File: src/rtl/reg_file_scoreboard_if.sv
// Port bundle for reg_file_scoreboard: ID read ports, issue port, WB write port and scoreboard status.
// WORD_LEN defaults to `WORD_LEN (32 when no defines file supplies it).
`ifndef WORD_LEN
`define WORD_LEN 32
`endif

interface reg_file_scoreboard_if #(
   parameter int WORD_LEN = `WORD_LEN,
   parameter int ADDR_LEN = 5,
   parameter int NUM_REGS = 32
);
   // No valid/ready pair: issue_en and WB_EN are single-cycle qualifiers sampled on every rising
   // clk edge and always accepted; the ID stage itself must hold issue_en low while hazard is high.
   logic [ADDR_LEN-1:0] src1;
   logic [ADDR_LEN-1:0] src2;
   logic [WORD_LEN-1:0] reg1;
   logic [WORD_LEN-1:0] reg2;
   logic                issue_en;
   logic [ADDR_LEN-1:0] issue_dest;
   logic                WB_EN;
   logic [ADDR_LEN-1:0] WB_dest;
   logic [WORD_LEN-1:0] WB_res;
   logic                hazard;
   logic [NUM_REGS-1:0] pending;
   logic                sb_overflow;

   modport master (
      output src1, src2, issue_en, issue_dest, WB_EN, WB_dest, WB_res,
      input  reg1, reg2, hazard, pending, sb_overflow
   );

   modport slave (
      input  src1, src2, issue_en, issue_dest, WB_EN, WB_dest, WB_res,
      output reg1, reg2, hazard, pending, sb_overflow
   );
endinterface

File: src/rtl/reg_file_scoreboard.sv
// Register file with a per-register 2-bit outstanding-write scoreboard driving the ID-stage stall.
// Optional macro WB_BYPASS_EN forwards same-cycle write-back data to the read ports.
`ifndef WORD_LEN
`define WORD_LEN 32
`endif

module reg_file_scoreboard #(
   parameter int WORD_LEN = `WORD_LEN,
   parameter int ADDR_LEN = 5,
   parameter int NUM_REGS = 32
) (
   input  logic                 clk,
   input  logic                 rst,
   reg_file_scoreboard_if.slave bus
);
   logic [WORD_LEN-1:0] regs_q [NUM_REGS];
   logic [WORD_LEN-1:0] regs_d [NUM_REGS];
   logic [1:0]          cnt_q  [NUM_REGS];
   logic [1:0]          cnt_d  [NUM_REGS];
   logic                ovf_q;
   logic                ovf_d;

   logic [NUM_REGS-1:0] inc;
   logic [NUM_REGS-1:0] dec;

   logic [ADDR_LEN-1:0] src   [2];
   logic [WORD_LEN-1:0] rdata [2];
   logic [1:0]          busy;

   // Entry 0 is never decoded, so it can never be written or counted.
   always_comb begin
      inc = '0;
      dec = '0;
      for (int i = 1; i < NUM_REGS; i++) begin
         inc[i] = bus.issue_en && (int'(bus.issue_dest) == i);
         dec[i] = bus.WB_EN && (int'(bus.WB_dest) == i);
      end
   end

   always_comb begin
      regs_d = regs_q;
      cnt_d  = cnt_q;
      ovf_d  = ovf_q;
      for (int i = 1; i < NUM_REGS; i++) begin
         if (dec[i]) regs_d[i] = bus.WB_res;
         if (inc[i] && !dec[i]) begin
            if (cnt_q[i] == 2'd3) ovf_d = 1'b1;
            else                  cnt_d[i] = cnt_q[i] + 2'd1;
         end else if (dec[i] && !inc[i] && cnt_q[i] != 2'd0) begin
            cnt_d[i] = cnt_q[i] - 2'd1;
         end
      end
   end

   always_ff @(posedge clk or negedge rst) begin
      if (!rst) begin
         for (int i = 0; i < NUM_REGS; i++) begin
            regs_q[i] <= '0;
            cnt_q[i]  <= '0;
         end
         ovf_q <= 1'b0;
      end else begin
         regs_q <= regs_d;
         cnt_q  <= cnt_d;
         ovf_q  <= ovf_d;
      end
   end

   assign src[0] = bus.src1;
   assign src[1] = bus.src2;

   always_comb begin
      for (int p = 0; p < 2; p++) begin
         rdata[p] = '0;
         busy[p]  = 1'b0;
         if (src[p] != '0 && int'(src[p]) < NUM_REGS) begin
            rdata[p] = regs_q[src[p]];
            busy[p]  = (cnt_q[src[p]] != 2'd0);
`ifdef WB_BYPASS_EN
            // The last outstanding write lands this cycle, so forwarding resolves the dependency.
            if (rst && bus.WB_EN && bus.WB_dest == src[p]) begin
               rdata[p] = bus.WB_res;
               if (cnt_q[src[p]] == 2'd1) busy[p] = 1'b0;
            end
`endif
         end
      end
   end

   always_comb begin
      for (int i = 0; i < NUM_REGS; i++) bus.pending[i] = (cnt_q[i] != 2'd0);
   end

   assign bus.reg1        = rdata[0];
   assign bus.reg2        = rdata[1];
   assign bus.hazard      = |busy;
   assign bus.sb_overflow = ovf_q;
endmodule

File: src/flat_wrapper.sv
// flat-port wrapper written by rule: the top's interface ports become plain ports
module reg_file_scoreboard_flat 
#(
   parameter int WORD_LEN = `WORD_LEN,
   parameter int ADDR_LEN = 5,
   parameter int NUM_REGS = 32
)
  (clk, rst, bus_src1, bus_src2, bus_issue_en, bus_issue_dest, bus_WB_EN, bus_WB_dest, bus_WB_res, bus_reg1, bus_reg2, bus_hazard, bus_pending, bus_sb_overflow);
  reg_file_scoreboard_if #(.WORD_LEN(WORD_LEN), .ADDR_LEN(ADDR_LEN), .NUM_REGS(NUM_REGS)) bus_i ();
  input  logic clk;
  input  logic rst;
  input wire logic [$bits(bus_i.src1)-1:0] bus_src1;
  input wire logic [$bits(bus_i.src2)-1:0] bus_src2;
  input wire logic [$bits(bus_i.issue_en)-1:0] bus_issue_en;
  input wire logic [$bits(bus_i.issue_dest)-1:0] bus_issue_dest;
  input wire logic [$bits(bus_i.WB_EN)-1:0] bus_WB_EN;
  input wire logic [$bits(bus_i.WB_dest)-1:0] bus_WB_dest;
  input wire logic [$bits(bus_i.WB_res)-1:0] bus_WB_res;
  output wire logic [$bits(bus_i.reg1)-1:0] bus_reg1;
  output wire logic [$bits(bus_i.reg2)-1:0] bus_reg2;
  output wire logic [$bits(bus_i.hazard)-1:0] bus_hazard;
  output wire logic [$bits(bus_i.pending)-1:0] bus_pending;
  output wire logic [$bits(bus_i.sb_overflow)-1:0] bus_sb_overflow;
  assign bus_i.src1 = bus_src1;
  assign bus_i.src2 = bus_src2;
  assign bus_i.issue_en = bus_issue_en;
  assign bus_i.issue_dest = bus_issue_dest;
  assign bus_i.WB_EN = bus_WB_EN;
  assign bus_i.WB_dest = bus_WB_dest;
  assign bus_i.WB_res = bus_WB_res;
  assign bus_reg1 = bus_i.reg1;
  assign bus_reg2 = bus_i.reg2;
  assign bus_hazard = bus_i.hazard;
  assign bus_pending = bus_i.pending;
  assign bus_sb_overflow = bus_i.sb_overflow;
  reg_file_scoreboard #(.WORD_LEN(WORD_LEN), .ADDR_LEN(ADDR_LEN), .NUM_REGS(NUM_REGS)) u_core (.clk(clk), .rst(rst), .bus(bus_i));
endmodule
File: config.mk
export PLATFORM = sky130hd
export DESIGN_NAME = reg_file_scoreboard_flat
export DESIGN_NICKNAME = d
export VERILOG_FILES = /design/src/rtl/reg_file_scoreboard_if.sv /design/src/rtl/reg_file_scoreboard.sv /design/src/flat_wrapper.sv
export SDC_FILE = /design/constraint.sdc
export NUM_CORES = 2
export LEC_CHECK = 0
export BUFFER_PORTS_ARGS = -buffer_cell sky130_fd_sc_hd__buf_2
export CELL_PAD_IN_SITES_DETAIL_PLACEMENT = 1
export CELL_PAD_IN_SITES_GLOBAL_PLACEMENT = 1
export CORE_MARGIN = 3
export CORE_UTILIZATION = 58
export DETAILED_ROUTE_END_ITERATION = 7
export GPL_TIMING_DRIVEN = 0
export PLACE_DENSITY = 0.87
export RECOVER_POWER = 100
export SLEW_MARGIN = 20
export SYNTH_ARGS = -nofsm -noshare
export SYNTH_HDL_FRONTEND = slang
export SYNTH_SLANG_ARGS = --single-unit
File: constraint.sdc
create_clock -name clk -period 5.2 [get_ports clk]
set_input_delay 0.78 -clock clk [delete_from_list [all_inputs] [get_ports clk]]
set_output_delay 0.78 -clock clk [all_outputs]
set_load 0.05 [all_outputs]
==> flow_summary.ini <==
[status]
status = finished with violations
violations_in_the_final_reports = design-rule violations, max-capacitance violations, max-slew violations, negative setup slack

[floorplan]
floorplan.initialDensity_pct = 58.9
fp-row-count = 114
die_h_um = 321
die_w_um = 321
design.core.area_mm2 = 0.0974
dieArea_mm2 = 0.103
floorplan.io_pins = 154

[pwr]
p_switching_uw = 9410
max-vdd-ir-drop_mv = 0.307
p_sw_share_pct = 34.5
sequentialPowerShare_pct = 42.3
p_clk_share_pct = 32.1
power_per_cell_area_mw_per_mm2 = 428
internal_power_uw = 17900
power_frac_comb_pct = 25.6
cellLeakagePower_uw = 0.0277

[grt]
maximum_number_of_pins_on_one_net_before_global_route_repair = 136
groute.layer.met3.usage_pct = 30.4
grt-ovfl-total = 0
global_route.usage.met1_pct = 58.7
grt_antenna_before_repair = 25
grt_util_all_layers_pct = 52.4
met2_usage_grt_pct = 72.0
globalRoute.busiestLayer = met2
grt_pass1_vias = 50100
first_pass_grt_wire_length_mm = 378

[yosys]
synth_fp_nets = 4092
yosys_register_bits = 1055
yosys.area_share.xor_xnor_pct = 0
synth_edf_count = 0
syn_area_per_cell_um2 = 14.2
syn_inst = 4036
ys_types = 65
synth_warnings = 0
post_synth_mux_area_share_pct = 42.5
synthFlopType = sky130_fd_sc_hd__dfrtp_1
synth_compound_area_share_pct = 3.22
synth_async_sr_flop_share_pct = 100
yosysSeqAreaShare_pct = 46.0
synth-adder-area-share_pct = 0
combinational_family_with_the_most_area_after_synthesis = multiplexers
synth-simple-area-share_pct = 5.33
area_of_the_mapped_netlist_mm2 = 0.0574

[worst_setup_path]
critical_path.endpoint_type = primary output
timing.critical_path.buf_inv = 4
critPathMostFrequentCell = sky130_fd_sc_hd__mux4_2
cp_data_arrival_time_ns = 4.65
crit_path_top_delay_cell = sky130_fd_sc_hd__buf_1
worstPathMaxFanout = 10
setup.worst_path.class = in2out
cp_top_family = buffers and inverters
ordered_cell_list_for_the_critical_path = clkbuf_1 > clkbuf_2 > buf_1 > mux4_2 > mux4_2 > mux2_2 > buf_2
setup.worst_path.start_class = primary input
maximum_cell_stage_delay_along_the_critical_path_ns = 0.76
worst_ep_required_time_ns = 4.42

[sta]
final.setup_skew_ns = 0.0268
setup-tns-final_ns = -4.26
final_period_utilization_pct = 104
finalHoldWorstSlack_ns = 0.290
period_needed_ns = 5.43
maxSlewHeadroom_pct = -118
fmax_mhz = 184
slew_viol_final = 554
finalSetupViolations = 54
hold_viol_final = 0
unrepaired_setup_endpoints_after_global_routing = yes
timing.final.ws_setup_ns = -0.231
tightest_slew_ns = 3.26

[route]
route.antenna.remaining_nets = 0
dr_pass1_iterations = 8
wl_mm = 268
detail_route.wl_per_cell_um = 47.0
num_vias = 47800
detail_route.iter0.violations = 8421
routed_via_density = 8.39
drc_viols = 22

[finish]
final_area_mm2 = 0.0638
layout.nets = 4368
post_route_cells_drive_above_1_share_pct = 42.2
layout_commonest_cell = sky130_fd_sc_hd__dfrtp_1
final_cell_count_no_fill = 5700
num-fill-cells = 8863
most-common-layout-cells = 1,055 x sky130_fd_sc_hd__dfrtp_1, 839 x sky130_fd_sc_hd__mux2_2, 584 x sky130_fd_sc_hd__mux4_2, 461 x sky130_fd_sc_hd__nand2_1, 345 x sky130_fd_sc_hd__clkbuf_1
syn2layout_area_growth_pct = 11.2
final_core_utilization_pct = 65.5

[placed_design]
finalWeightedCongestion = 0.940
place.port_buffers = 142
place_hpwl_mm = 158
dpl-instance-area_mm2 = 0.0601
numPlacedInstances = 5465

[cts]
ctsLongestPathBuffers = 3
cts_tree = built
cts-root-buf = sky130_fd_sc_hd__clkbuf_16
clock-sinks = 1055
holdBufCountCts = 0
tritoncts.num_buffers = 115
insertion_delay_to_the_later_sink_of_the_worst_skew_pair_ns = 0.79
htree_levels = 3
clkTransAtPathRegs_ns = 0.06
cts_setup_buffers = 0

[hold_path]
hold_class = in2reg

[job]
cap_viol_max_count = 25
synth_stat cells (all sizes together), types with 7 or more instances:
master  count  area (µm²)
mux2      995       11200
nand2b     11        68.8
buf        87         414
or3         7        43.8
dfrtp    1055       26400
o211ai     23         173
o21ai      42         210
nor2      127         479
nand2     461        1730
a21oi      63         315
and2       14        87.6
a22o       63         552
or2        19         119
inv        33         124
mux4      584       13200
clkbuf    307        1150
a211oi     20         150
nor3       19        95.1
state kept, by name (all words and copies together) (netlist names):
| signal | cells |
|---|---|
| u_core.bus.sb_overflow | 1 |
| u_core.cnt_q | 62 |
| u_core.regs_q | 992 |
power by group through the flow:
stage	Clock [µW]	Sequential [µW]	Combinational [µW]
CTS	8610	11300	6790
finish	8750	11600	6990
global placement	0	11000	6090
global route	8990	11600	7140
floorplan	0	10700	4740
detailed placement	0	11300	6480
cell families (layout without fill, tap and decap cells):
| family | after synthesis | after routing |
|---|---|---|
| other cells | 1 | 22 |
| simple gates | 705 | 705 |
| mux | 1583 | 1583 |
| flops | 1055 | 1055 |
| compound gates | 265 | 265 |
| buf+inv | 427 | 794 |
path summary, 6_finish.rpt:
kind	start	slack [ns]	cells after the start	endpoint
max	bus_src2[1]	-0.23	7	bus_reg2[10]
min	bus_WB_res[24]	0.29	2	u_core.regs_q[760]
max reg2reg	u_core.cnt_q[21]	3.08	5	u_core.bus.sb_overflow
min reg2reg	u_core.regs_q[824]	0.52	2	u_core.regs_q[824]
max in group asynchronous	rst	0.65	3	u_core.regs_q[239]
min in group asynchronous	rst	1.07	1	u_core.cnt_q[56]
per-layer routing:
| metal | vias up | part of all wire (%) |
|---|---|---|
| met3 | 2249 | 17 |
| li1 | 15900 | - |
| met4 | 37 | 11 |
| met1 | 24100 | 31 |
| met2 | 5591 | 41 |
| met5 | - | 0.37 |
stage by stage:
step                      setup WS, ns  power [µW]
final                           -0.231       27300
after global routing           -0.0230       27700
after CTS                      0.00322       26700
after detailed placement        -0.339       17700
after global placement          -19.89       17000
after floorplan                   1.40       15400
what timing repair did:
action                                  4_1_cts  5_1_grt
endpoints found under the hold margin         0        0
endpoints found under the setup margin       39       20
gates resized for setup                      13       14
worst register-to-register path: stages, from the launching register on:
cell                        delay [ns]
sky130_fd_sc_hd__dfrtp_1          0.46
sky130_fd_sc_hd__nand2_1          0.11
sky130_fd_sc_hd__a2111oi_0        0.12
sky130_fd_sc_hd__a41o_1           0.31
sky130_fd_sc_hd__or4_1            0.45
sky130_fd_sc_hd__or4_1            0.53
final cells by class:
cell class / instances / area [µm²] / area share, %
multi-input cells: 2554 / 29300 / 45.9
flip-flops and latches: 1055 / 26400 / 41.4
clock buffers: 174 / 3400 / 5.33
plain buffers: 394 / 1650 / 2.59
well taps: 1276 / 1600 / 2.50
repair buffers: 159 / 883 / 1.38
clock inverters: 34 / 433 / 0.678
inverters: 33 / 124 / 0.194
diodes: 21 / 52.6 / 0.0823
Note: power is estimated with default switching activity, not from simulation.
